==> config.mk <==
export PLATFORM = sky130hd
export DESIGN_NAME = disp_bcd_scan_flat
export DESIGN_NICKNAME = d
export VERILOG_FILES = /design/src/rtl/disp_bcd_scan_pkg.sv /design/src/rtl/disp_bcd_scan_if.sv /design/src/rtl/disp_bcd_scan_seg7_decode.sv /design/src/rtl/disp_bcd_scan.sv /design/src/flat_wrapper.sv
export SDC_FILE = /design/constraint.sdc
export NUM_CORES = 1
export LEC_CHECK = 0
export ABC_CLOCK_PERIOD_IN_PS = 2950
export CAP_MARGIN = 20
export CORE_MARGIN = 10
export CORE_UTILIZATION = 55
export DETAILED_ROUTE_END_ITERATION = 10
export PLACE_DENSITY = 0.85
export SYNTH_ARGS = -nofsm -noshare
export SYNTH_HDL_FRONTEND = slang
export SYNTH_SLANG_ARGS = --single-unit
export TNS_END_PERCENT = 10
==> constraint.sdc <==
create_clock -name clk -period 2.95 [get_ports clk]
set_input_delay 0.59 -clock clk [delete_from_list [all_inputs] [get_ports clk]]
set_output_delay 0.59 -clock clk [all_outputs]
set_load 0.01 [all_outputs]
==> src/rtl/disp_bcd_scan_pkg.sv <==
// ============================================================================
// Module : disp_pkg
// Brief  : Shared types and constants for the BCD display scanner.
// Rev    : 1.0  initial release
// ============================================================================
`default_nettype none

package disp_pkg;

    typedef enum logic [1:0] {
        ST_IDLE   = 2'd0,
        ST_CONV   = 2'd1,
        ST_COMMIT = 2'd2
    } conv_state_e;

    localparam logic [6:0] SEG_0     = 7'h40;
    localparam logic [6:0] SEG_1     = 7'h79;
    localparam logic [6:0] SEG_2     = 7'h24;
    localparam logic [6:0] SEG_3     = 7'h30;
    localparam logic [6:0] SEG_4     = 7'h19;
    localparam logic [6:0] SEG_5     = 7'h12;
    localparam logic [6:0] SEG_6     = 7'h02;
    localparam logic [6:0] SEG_7     = 7'h78;
    localparam logic [6:0] SEG_8     = 7'h00;
    localparam logic [6:0] SEG_9     = 7'h10;
    localparam logic [6:0] SEG_BLANK = 7'h7F;

    localparam logic [13:0] BCD_MAX    = 14'd9999;
    localparam logic [3:0]  CONV_ITERS = 4'd14;

    // Double-dabble correction step applied before every shift.
    function automatic logic [15:0] dd_add3(input logic [15:0] bcd);
        logic [15:0] res;
        res = bcd;
        for (int i = 0; i < 4; i++) begin
            if (res[i*4 +: 4] >= 4'd5) begin
                res[i*4 +: 4] = res[i*4 +: 4] + 4'd3;
            end
        end
        return res;
    endfunction

endpackage

`default_nettype wire

==> src/rtl/disp_bcd_scan_if.sv <==
// ============================================================================
// Module : disp_bcd_scan_if
// Brief  : Load channel and display outputs of the BCD display scanner.
// Rev    : 1.0  initial release
// ============================================================================
`default_nettype none

interface disp_bcd_scan_if;
    logic [13:0] value;
    logic        value_valid;
    logic        busy;
    logic [6:0]  seg;
    logic [3:0]  an;
    logic [1:0]  digit_select;

    modport master (
        output value, value_valid,
        input  busy, seg, an, digit_select
    );

    modport slave (
        input  value, value_valid,
        output busy, seg, an, digit_select
    );
endinterface

`default_nettype wire

==> src/rtl/disp_bcd_scan_seg7_decode.sv <==
// ============================================================================
// Module : seg7_decode
// Brief  : Active-low 7-segment decoder for one BCD nibble with blank input.
// Rev    : 1.0  initial release
// ============================================================================
`default_nettype none

module seg7_decode
    import disp_pkg::*;
(
    input  logic [3:0] nibble,
    input  logic       blank,
    output logic [6:0] seg
);

    always_comb begin
        seg = SEG_BLANK;
        if (!blank) begin
            case (nibble)
                4'd0:    seg = SEG_0;
                4'd1:    seg = SEG_1;
                4'd2:    seg = SEG_2;
                4'd3:    seg = SEG_3;
                4'd4:    seg = SEG_4;
                4'd5:    seg = SEG_5;
                4'd6:    seg = SEG_6;
                4'd7:    seg = SEG_7;
                4'd8:    seg = SEG_8;
                4'd9:    seg = SEG_9;
                default: seg = SEG_BLANK;
            endcase
        end
    end

endmodule

`default_nettype wire

==> src/rtl/disp_bcd_scan.sv <==
// ============================================================================
// Module : disp_bcd_scan
// Brief  : Binary-to-BCD converter feeding a 4-digit multiplexed 7-seg scan.
//          Define DISP_LZB_EN to blank leading zero digits.
// Rev    : 1.0  initial release
// ============================================================================
`default_nettype none

module disp_bcd_scan
    import disp_pkg::*;
#(
    parameter logic [15:0] SCAN_DIV = 16'd50000
) (
    input  logic           clk,
    input  logic           rst_n,
    disp_bcd_scan_if.slave bus
);

    conv_state_e state_q, state_d;
    logic [13:0] bin_q, bin_d;
    logic [15:0] scratch_q, scratch_d;
    logic [3:0]  iter_q, iter_d;
    logic [15:0] disp_q, disp_d;
    logic [15:0] presc_q, presc_d;
    logic [1:0]  dsel_q, dsel_d;

    logic [15:0] w_add3;
    logic [3:0]  w_nibble;
    logic        w_blank;
    logic [6:0]  w_seg;

    assign w_add3 = dd_add3(scratch_q);

    always_ff @(posedge clk or negedge rst_n) begin
        if (!rst_n) begin
            state_q   <= ST_IDLE;
            bin_q     <= '0;
            scratch_q <= '0;
            iter_q    <= '0;
            disp_q    <= '0;
            presc_q   <= '0;
            dsel_q    <= '0;
        end else begin
            state_q   <= state_d;
            bin_q     <= bin_d;
            scratch_q <= scratch_d;
            iter_q    <= iter_d;
            disp_q    <= disp_d;
            presc_q   <= presc_d;
            dsel_q    <= dsel_d;
        end
    end

    always_comb begin
        state_d   = state_q;
        bin_d     = bin_q;
        scratch_d = scratch_q;
        iter_d    = iter_q;
        disp_d    = disp_q;
        case (state_q)
            ST_IDLE: begin
                if (bus.value_valid) begin
                    bin_d     = (bus.value > BCD_MAX) ? BCD_MAX : bus.value;
                    scratch_d = '0;
                    iter_d    = '0;
                    state_d   = ST_CONV;
                end
            end
            ST_CONV: begin
                // MSB of the remaining binary shifts into the BCD LSB
                scratch_d = {w_add3[14:0], bin_q[13]};
                bin_d     = {bin_q[12:0], 1'b0};
                iter_d    = iter_q + 4'd1;
                if (iter_q == CONV_ITERS - 4'd1) begin
                    state_d = ST_COMMIT;
                end
            end
            ST_COMMIT: begin
                disp_d  = scratch_q;
                state_d = ST_IDLE;
            end
            default: state_d = ST_IDLE;
        endcase
    end

    always_comb begin
        presc_d = presc_q + 16'd1;
        dsel_d  = dsel_q;
        if (presc_q >= SCAN_DIV - 16'd1) begin
            presc_d = '0;
            dsel_d  = dsel_q + 2'd1;
        end
    end

    always_comb begin
        w_nibble = disp_q[3:0];
        w_blank  = 1'b0;
        case (dsel_q)
            2'd0: w_nibble = disp_q[3:0];
            2'd1: w_nibble = disp_q[7:4];
            2'd2: w_nibble = disp_q[11:8];
            2'd3: w_nibble = disp_q[15:12];
            default: w_nibble = disp_q[3:0];
        endcase
`ifdef DISP_LZB_EN
        // A digit is blank only when it and every digit above it are zero.
        case (dsel_q)
            2'd1: w_blank = (disp_q[15:4] == 12'd0);
            2'd2: w_blank = (disp_q[15:8] == 8'd0);
            2'd3: w_blank = (disp_q[15:12] == 4'd0);
            default: w_blank = 1'b0;
        endcase
`else
        w_blank = 1'b0;
`endif
    end

    seg7_decode u_seg7_decode (
        .nibble (w_nibble),
        .blank  (w_blank),
        .seg    (w_seg)
    );

    assign bus.busy         = (state_q != ST_IDLE);
    assign bus.seg          = w_seg;
    assign bus.an           = ~(4'b0001 << dsel_q);
    assign bus.digit_select = dsel_q;

endmodule

`default_nettype wire

==> src/flat_wrapper.sv <==
// flat-port wrapper written by rule: the top's interface ports become plain ports
module disp_bcd_scan_flat import disp_pkg::*;
#(
    parameter logic [15:0] SCAN_DIV = 16'd50000
)
  (clk, rst_n, bus_value, bus_value_valid, bus_busy, bus_seg, bus_an, bus_digit_select);
  disp_bcd_scan_if bus_i ();
  input  logic clk;
  input  logic rst_n;
  input wire logic [$bits(bus_i.value)-1:0] bus_value;
  input wire logic [$bits(bus_i.value_valid)-1:0] bus_value_valid;
  output wire logic [$bits(bus_i.busy)-1:0] bus_busy;
  output wire logic [$bits(bus_i.seg)-1:0] bus_seg;
  output wire logic [$bits(bus_i.an)-1:0] bus_an;
  output wire logic [$bits(bus_i.digit_select)-1:0] bus_digit_select;
  assign bus_i.value = bus_value;
  assign bus_i.value_valid = bus_value_valid;
  assign bus_busy = bus_i.busy;
  assign bus_seg = bus_i.seg;
  assign bus_an = bus_i.an;
  assign bus_digit_select = bus_i.digit_select;
  disp_bcd_scan #(.SCAN_DIV(SCAN_DIV)) u_core (.clk(clk), .rst_n(rst_n), .bus(bus_i));
endmodule
==> results.yml, run 1 <==
run_status:
  status: "finished, violations left"
  failed_checks: "negative setup slack"
placed_design:
  gp_congestion: 0.867
  portBuffers: 30
  dpl_cell_area_sq_um: 4080
  hpwl_microns: 5480
synthesis:
  synthTopCellsByArea: "dfrtp_1 (48%), ha_1 (6.5%), mux2_2 (5.2%), inv_1 (3.1%), nor2_1 (2.7%)"
  synth_commonest_cells: "dfrtp_1 (70), inv_1 (30), nor2_1 (26), ha_1 (19)"
  synth_most_common_cell: "dfrtp_1"
  synth_compound_area_frac: 0.157
  synth.net_count: 386
  synth.area.mux_share: 0.0752
  ys_seq_area_frac: 0.477
  syn_inst: 350
  synth_top_area_frac: 0.477
  ys_warn_count: 0
  yosysUniqueCellTypes: 48
  synth_top_family_by_area: "compound AO/OA/AOI/OAI gates"
  synth_simple_gate_area_frac: 0.132
  synth-main-ff-cell: "dfrtp_1"
  synthArstFlopShare: 1.00
  syn_avg_cell_area_sq_um: 10.5
  yosysTopAreaCell: "dfrtp_1"
  synth-seq-cells: 70
  synth_xor_area_frac: 0.0453
  synth_fa_ha_area_frac: 0.0647
  synth-edff-count: 0
  synth_area_sq_um: 3670
layout:
  areaGrowthSynthToFinish_pct: 19.2
  diodes: 0
  drive_gt1_frac: 0.211
  layout.nets: 430
  utilization: 0.682
  fill_cells: 472
  fin_area_sq_um: 4380
detailed_routing:
  postRouteAntennaNets: 0
  first_pass_iters: 5
  postRouteWirelength_microns: 7940
  wl_per_cell_microns: 16.7
  remaining_drc_errors: 0
  num_vias: 2816
  drtIter0Drc: 173
  vias_per_cell: 5.92
clock_tree:
  numCtsBuffers: 9
  cts_tree: "done"
  cts_root_buffer: "clkbuf_8"
  htree_levels: 3
  cts_sinks: 70
  clockBufferDepth: 2
  clock_latency_ps: 340
  holdBufCountCts: 0
  clk_pin_slew_ps: 70
critical_path:
  reg2reg_from: "u_core.presc_q[0]"
  critPathMostFrequentCell: "buf_4"
  worstSetupEndpointType: "output port"
  crit_path_top_delay_cell: "a222oi_1"
  cp_data_required_time_ps: 2360
  path_cells: "inv_2 > ha_4 > a222oi_1 > mux2i_2 > buf_4 > buf_4 > a211oi_2 > a31oi_1 > buf_2"
  crit_fanout: 5
  cp-startpoint: "u_core.bus.digit_select[1]"
  worstPathArrival_ps: 2420
  path_delay_family: "compound AO/OA/AOI/OAI gates"
  criticalPathCategory: "reg2out"
  critPathLaunchType: "register"
  critPathBufInv: 4
  critPathMaxStageDelay_ps: 470
timing:
  clock.fmax_mhz: 332
  finalCritPeriodShare: 1.02
  fin_crit_ps: 3010
  timing.final.hold_violations: 0
  slew_viol_final: 0
  worst_hold_slack_ps: 211
  relSlewSlack: 0.563
  rsz0062_at_grt: "true"
  finalSetupViolCount: 2
  worst_slew_pin_slew_ps: 656
  finClkSkew_ps: 6.86
  worst_slack_ps: -64.7
pwr:
  power.density_nw_per_um2: 840
  ir_drop_mv: 0.511
  p_leak_nw: 2.02
floorplan:
  io_pins: 31
  start_util: 0.572
  fp.dieW_microns: 102
  core_region_area_sq_um: 6420
  die_height_microns: 102
  placementRows: 29
  dieArea_sq_um: 10400
global_route:
  grt_pass1_vias: 2756
  grt_antenna_before_repair: 0
  grt_pass1_wl_microns: 13000
  grt_start_max_net_pins: 27
  grt_overflow: 0
  grt_usage: 0.157
worst_hold_path:
  hold_class: "in2async"
job:
  max_cap_viol_count: 0
==> flip-flops by register name (all words and copies together), names as in the netlist <==
signal                   cells
u_core.bin_q                14
u_core.bus.digit_select      2
u_core.disp_q               16
u_core.iter_q                4
u_core.presc_q              16
u_core.scratch_q            16
u_core.state_q               2
==> final cells by class <==
| type | count | area (sq um) | share of cell area |
|---|---|---|---|
| clock buffer | 11 | 151 | 0.0346 |
| clock inverter | 5 | 57.6 | 0.0131 |
| inverter | 31 | 118 | 0.0268 |
| multi-input combinational | 236 | 1820 | 0.415 |
| sequential | 70 | 1750 | 0.400 |
| tap | 77 | 96.3 | 0.0220 |
| timing repair buffer | 46 | 387 | 0.0883 |
==> routing by layer <==
| metal | global-route usage | part of all wire |
|---|---|---|
| met1 | 0.191 | 0.43 |
| met5 | 0 | 0 |
| met2 | 0.264 | 0.51 |
| met4 | 0.0770 | 0.018 |
| met3 | 0.0272 | 0.036 |
==> power by group <==
part / internal [mW] / total, mW / switching, mW
combinational: 0.672 / 1.38 / 0.713
clock: 0.435 / 0.792 / 0.358
sequential: 1.25 / 1.50 / 0.252
==> timing repair <==
action,CTS,global route
endpoints found under the setup margin,7,7
buffers inserted,5,1
gates resized for setup,24,26
pin swaps,2,3
hold endpoints to repair,0,0
==> through the flow <==
step / setup TNS (ps) / std cells / setup WS [ps] / power (mW)
floorplan: 0 / 350 / 527 / 2.44
finish: -72.6 / 476 / -64.7 / 3.68
global route: -816 / 476 / -171 / 3.94
global placement: 0 / 454 / 124 / 2.79
CTS: -191 / 475 / -39.8 / 3.68
detailed placement: -19.5 / 454 / -19.5 / 2.87
==> final timing paths <==
check	end	slack, ps	cells after the start
worst max-delay path	bus_seg[4]	-60	9
worst min register to register	u_core.presc_q[0]	490	1
max in group asynchronous	u_core.iter_q[2]	2010	2
min in group clk	u_core.presc_q[0]	490	1
worst min-delay path	u_core.scratch_q[2]	210	1
worst max register to register	u_core.presc_q[1]	1050	6
==> cells by family (layout without fill, tap and decap cells) <==
kind of cell,Yosys count,count (layout)
and+or+nand+nor,92,92
adders and majority gates,19,19
xor gates and xnor gates,19,19
DFF,70,70
muxes,25,25
AOI/OAI and AO/OA,81,81
buffers and inverters,44,93
==> cell usage in the layout, fill, tap and decap left out, drive strengths merged, types with 4 or more instances in the layout <==
cell / Yosys / final
nand3: 10 / 10
nor2b: 4 / 4
o22ai: 5 / 5
mux2i: 7 / 7
ha: 19 / 19
nor3b: 6 / 6
inv: 30 / 30
nand4: 7 / 7
a32o: 4 / 4
a211oi: 8 / 8
a21o: 4 / 4
clkbuf: 9 / 13
nor2: 26 / 26
mux2: 18 / 18
nand2b: 6 / 6
clkdlybuf4s50: 0 / 22
a222oi: 4 / 4
xnor2: 11 / 11
dfrtp: 70 / 70
o31ai: 6 / 6
o21ai: 17 / 17
buf: 4 / 22
xor2: 8 / 8
a21oi: 14 / 14
a22o: 6 / 6
nand2: 16 / 16
No activity file was read; power rests on OpenSTA's default activity.
==> inputs of run 2 (changes only) <==
Settings changed: ABC_CLOCK_PERIOD_IN_PS 2950 to 2500, CORE_UTILIZATION 55 to 52.
Clock period 2.95 ns to 2.5 ns, I/O delays scaled along.
==> run 2 against run 1 <==
Against the previous run:
- the run still ends with negative setup slack left
- clock power grew 15%
- sequential power grew 19%
- cell count grew 6.7%
- clock skew shrank 2.1 ps
- largest cell class unchanged
==> results.yml, run 2 (same netlist as run 1, synthesis figures left out) <==
timing:
  timing.final.hold_violations: 0
  timing.setup.tns_ps: -1310
  fin_crit_ps: 2740
  worst_slack_ps: -242
  worst_slew_pin_slew_ps: 767
  relSlewSlack: 0.489
  slew_viol_final: 0
  clock.fmax_mhz: 365
  finalSetupViolCount: 7
  finClkSkew_ps: 4.75
  rsz0062_at_grt: "true"
  worst_hold_slack_ps: 185
  finalCritPeriodShare: 1.10
floorplan:
  core_region_area_sq_um: 6830
  fp.dieW_microns: 104
  dieArea_sq_um: 10800
  die_height_microns: 104
  start_util: 0.538
  placementRows: 30
  io_pins: 31
global_route:
  grt_overflow: 0
  grt_pass1_vias: 2974
  grt_antenna_before_repair: 0
  grt_pass1_wl_microns: 13600
  grt_start_max_net_pins: 71
  grt_usage: 0.149
critical_path:
  worstPathArrival_ps: 2240
  cp_data_required_time_ps: 2000
  criticalPathCategory: "reg2out"
  critPathLaunchType: "register"
  worstSetupEndpointType: "output port"
  crit_fanout: 5
detailed_routing:
  num_vias: 2880
  postRouteWirelength_microns: 8120
  remaining_drc_errors: 0
  wl_per_cell_microns: 16.0
  postRouteAntennaNets: 0
  drtIter0Drc: 147
  first_pass_iters: 4
  vias_per_cell: 5.67
layout:
  diodes: 0
  final_cell_mix: "dfrtp_1 (69), inv_1 (27), buf_4 (27)"
  mostFrequentLayoutCell: "dfrtp_1"
  areaGrowthSynthToFinish_pct: 23.2
  fin_area_sq_um: 4530
  fill_cells: 503
  layout.nets: 443
  drive_gt1_frac: 0.226
  largestRegisters: "u_core.disp_q: 16 flops, u_core.presc_q: 16 flops, u_core.scratch_q: 16 flops"
placed_design:
  portBuffers: 30
  gp_congestion: 0.790
  post-place-ws_ps: -445
  dpl_cell_area_sq_um: 4180
  hpwl_microns: 5560
run_status:
  status: "finished, violations left"
  failed_checks: "negative setup slack"
pwr:
  p_total_mw: 4.32
  ir_drop_mv: 0.528
  power.density_nw_per_um2: 955
  p_leak_nw: 2.09
clock_tree:
  clock_latency_ps: 330
  cts_tree: "done"
  htree_levels: 3
  cts_root_buffer: "clkbuf_8"
  numCtsBuffers: 9
  clockBufferDepth: 2
  holdBufCountCts: 0
  cts_sinks: 70
  clk_pin_slew_ps: 70
job:
  max_cap_viol_count: 0
worst_hold_path:
  hold_class: "in2async"
## run 2: final timing paths
kind                                             from                          to  slack (ps)  cells past startpoint
setup reg to reg                    u_core.presc_q[0]  u_core.bus.digit_select[1]         550                      6
max in group asynchronous                       rst_n  u_core.bus.digit_select[0]        2010                      2
hold / removal                                  rst_n             u_core.bin_q[2]         180                      2
setup / recovery           u_core.bus.digit_select[1]                  bus_seg[6]        -240                      9
min in group clk                    u_core.presc_q[0]           u_core.presc_q[0]         490                      1
hold reg to reg                     u_core.presc_q[0]           u_core.presc_q[0]         490                      1
## run 2: cell type report
type,instances,area [sq um],share of cell area
Clock buffer,12,155,0.0343
Clock inverter,4,45.0,0.00995
Inverter,31,116,0.0257
Multi-Input combinational cell,236,1840,0.407
Sequential cell,70,1750,0.387
Tap cell,96,120,0.0265
Timing Repair Buffer,59,494,0.109
## run 2: per-layer routing
metal | vias to the layer above | routed length [microns] | track usage | share of wire
li1 | 1373 | - | - | -
met1 | 1440 | 3510 | 0.173 | 0.43
met2 | 53 | 4250 | 0.259 | 0.52
met3 | 14 | 194 | 0.0217 | 0.024
met4 | 0 | 167 | 0.0765 | 0.021
met5 | - | 0 | 0 | 0
## run 2: power by group
| part | leakage (nW) | internal (mW) | total, mW | switching, mW |
|---|---|---|---|---|
| registers | 0.906 | 1.48 | 1.78 | 0.300 |
| clock network | 0.106 | 0.511 | 0.912 | 0.401 |
| logic | 1.07 | 0.790 | 1.63 | 0.845 |
## run 2: critical path, cell delays in order (launching register included)
cell and delay [ps]:
dfrtp_1 410, buf_4 160, ha_4 170, a222oi_1 250, buf_4 190, buf_4 110
mux2_4 190, mux2i_1 190, mux2i_1 90, buf_2 150
## run 2: what timing repair did
action	in CTS	in global routing
gates resized for setup	48	6
pin swaps	7	2
setup endpoints to repair	7	7
endpoints found under the hold margin	0	0
setup buffers	9	2
## run 2: stage by stage
step / utilization / std cells
CTS: 0.656 / 506
global placement: 0.611 / 481
floorplan: - / 350
finish: 0.663 / 508
global route: 0.663 / 508
detailed placement: 0.611 / 481
==> inputs of run 3 (changes only) <==
Settings changed: CORE_UTILIZATION 52 to 50, PLACE_DENSITY 0.85 to 0.82, SKIP_LAST_GASP from default to 1.
==> run 3 against run 2 <==
Against the previous run:
- the flow still finishes with violations (negative setup slack)
- via count shrank 2.6%
- non-clock buffer count decreased by 2
- clock skew up 5.4 ps
- critical endpoint is now bus_seg[1]
==> results.yml, run 3 (same netlist as run 1, synthesis figures left out) <==
run_status:
  status: "finished, violations left"
  failed_checks: "negative setup slack"
detailed_routing:
  postRouteAntennaNets: 0
  postRouteWirelength_microns: 7730
  drtIter0Drc: 144
  vias_per_cell: 5.51
  wl_per_cell_microns: 15.2
  first_pass_iters: 4
  num_vias: 2804
  remaining_drc_errors: 0
critical_path:
  ff2ff_path_depth: 4
  cp-startpoint: "u_core.bus.digit_select[0]"
  endpoint: "bus_seg[1]"
  worstPathArrival_ps: 2230
  worstSetupEndpointType: "output port"
  critPathLaunchType: "register"
  rr_endpoint: "u_core.bin_q[3]"
  cp_data_required_time_ps: 2000
  r2r_setup_slack_ps: 510
  criticalPathCategory: "reg2out"
  crit_fanout: 5
  reg2reg_from: "u_core.state_q[1]"
timing:
  worst_hold_slack_ps: 491
  worst_slack_ps: -233
  finClkSkew_ps: 10.2
  worst_slew_pin_slew_ps: 789
  fin_crit_ps: 2730
  rsz0062_at_grt: "true"
  timing.final.hold_violations: 0
  relSlewSlack: 0.474
  finalCritPeriodShare: 1.09
  clock.fmax_mhz: 366
  finalSetupViolCount: 7
  slew_viol_final: 0
layout:
  fin_cells: 509
  diodes: 0
  layout.nets: 441
  mostFrequentLayoutCell: "dfrtp_1"
  fin_area_sq_um: 4510
  final_cell_mix: "dfrtp_1 (70), inv_1 (27), nor2_1 (25), buf_4 (25), clkdlybuf4s50_1 (22)"
  areaGrowthSynthToFinish_pct: 22.7
  largestRegisters: "u_core.disp_q: 16 flops, u_core.presc_q: 16 flops, u_core.scratch_q: 16 flops"
  drive_gt1_frac: 0.220
placed_design:
  gp_congestion: 0.852
  dpl_cell_area_sq_um: 4190
  post-place-ws_ps: -292
  dp_cells: 485
  portBuffers: 30
  hpwl_microns: 5510
clock_tree:
  clock_latency_ps: 350
  clk_pin_slew_ps: 80
  clockBufferDepth: 2
  htree_levels: 3
  cts_sinks: 70
  cts_tree: "done"
  numCtsBuffers: 9
  cts_root_buffer: "clkbuf_8"
pwr:
  power.density_nw_per_um2: 982
  p_total_mw: 4.43
  ir_drop_mv: 0.545
  p_leak_nw: 2.09
floorplan:
  placementRows: 31
  start_util: 0.509
  core_region_area_sq_um: 7210
  io_pins: 31
  fp.dieW_microns: 106
  dieArea_sq_um: 11200
  die_height_microns: 106
job:
  max_cap_viol_count: 0
global_route:
  grt_pass1_vias: 2864
  grt_antenna_before_repair: 0
  grt_overflow: 0
  grt_usage: 0.144
  grt_start_max_net_pins: 41
  grt_pass1_wl_microns: 13400
worst_hold_path:
  hold_class: "reg2reg"
-- run 3: cell count changes in the layout (fill, tap and decap cells not counted), sizes merged --
cell         before  now
buf              37   34
clkbuf           12    9
inv              31   33
bufinv            1    2
dlygate4sd3       0    1
-- run 3: timing repair --
action | CTS | global route
endpoints found under the setup margin | 7 | 7
endpoints found under the hold margin | 8 | 0
pin swaps | 5 | 2
hold buffers | 1 | 0
buffers inserted | 6 | 1
resized for setup | 48 | 1
-- run 3: how the worst min path moves through the flow --
stage                           start                 to  slack (ps)  depth (start not counted)
global route        u_core.presc_q[0]  u_core.presc_q[0]         510                          1
finish              u_core.presc_q[0]  u_core.presc_q[0]         490                          1
detailed placement              rst_n    u_core.bin_q[2]         380                          1
floorplan                       rst_n    u_core.bin_q[0]         200                          0
global placement                rst_n    u_core.bin_q[2]         380                          1
CTS                 u_core.presc_q[0]  u_core.presc_q[0]         500                          1
-- run 3: cell type report --
type / instances / area (sq um)
timing repair buffer: 57 / 478
multi-input combinational: 236 / 1810
clock buffer: 9 / 124
fill: 597 / 2710
inverter: 31 / 116
tap: 99 / 124
sequential: 70 / 1750
clock inverter: 7 / 104
-- run 3: layer usage --
metal	wire, microns	GRT usage	vias to the layer above
li1	-	-	1368
met1	3360	0.171	1367
met2	3890	0.239	52
met3	262	0.0329	17
met4	207	0.0696	0
met5	0	0	-
-- run 3: critical path: stages, from the launching register on --
cell	delay, ps
dfrtp_1	450
ha_2	250
a222oi_1	360
mux2i_2	170
buf_4	170
ha_4	160
a21oi_2	120
o21ai_1	70
buf_2	150
-- run 3: power breakdown --
part | switching [mW] | total, mW | internal, mW
clock | 0.459 | 1.03 | 0.575
sequential | 0.298 | 1.77 | 1.47
combinational | 0.827 | 1.62 | 0.792
total | 1.58 | 4.43 | 2.84
-- run 3: metrics by stage --
stage / setup TNS, ps / utilization
finish: -1420 / 0.625
global route: -2260 / 0.625
CTS: -1430 / 0.623
detailed placement: -1820 / 0.580
global placement: -1140 / 0.580
floorplan: 0 / -
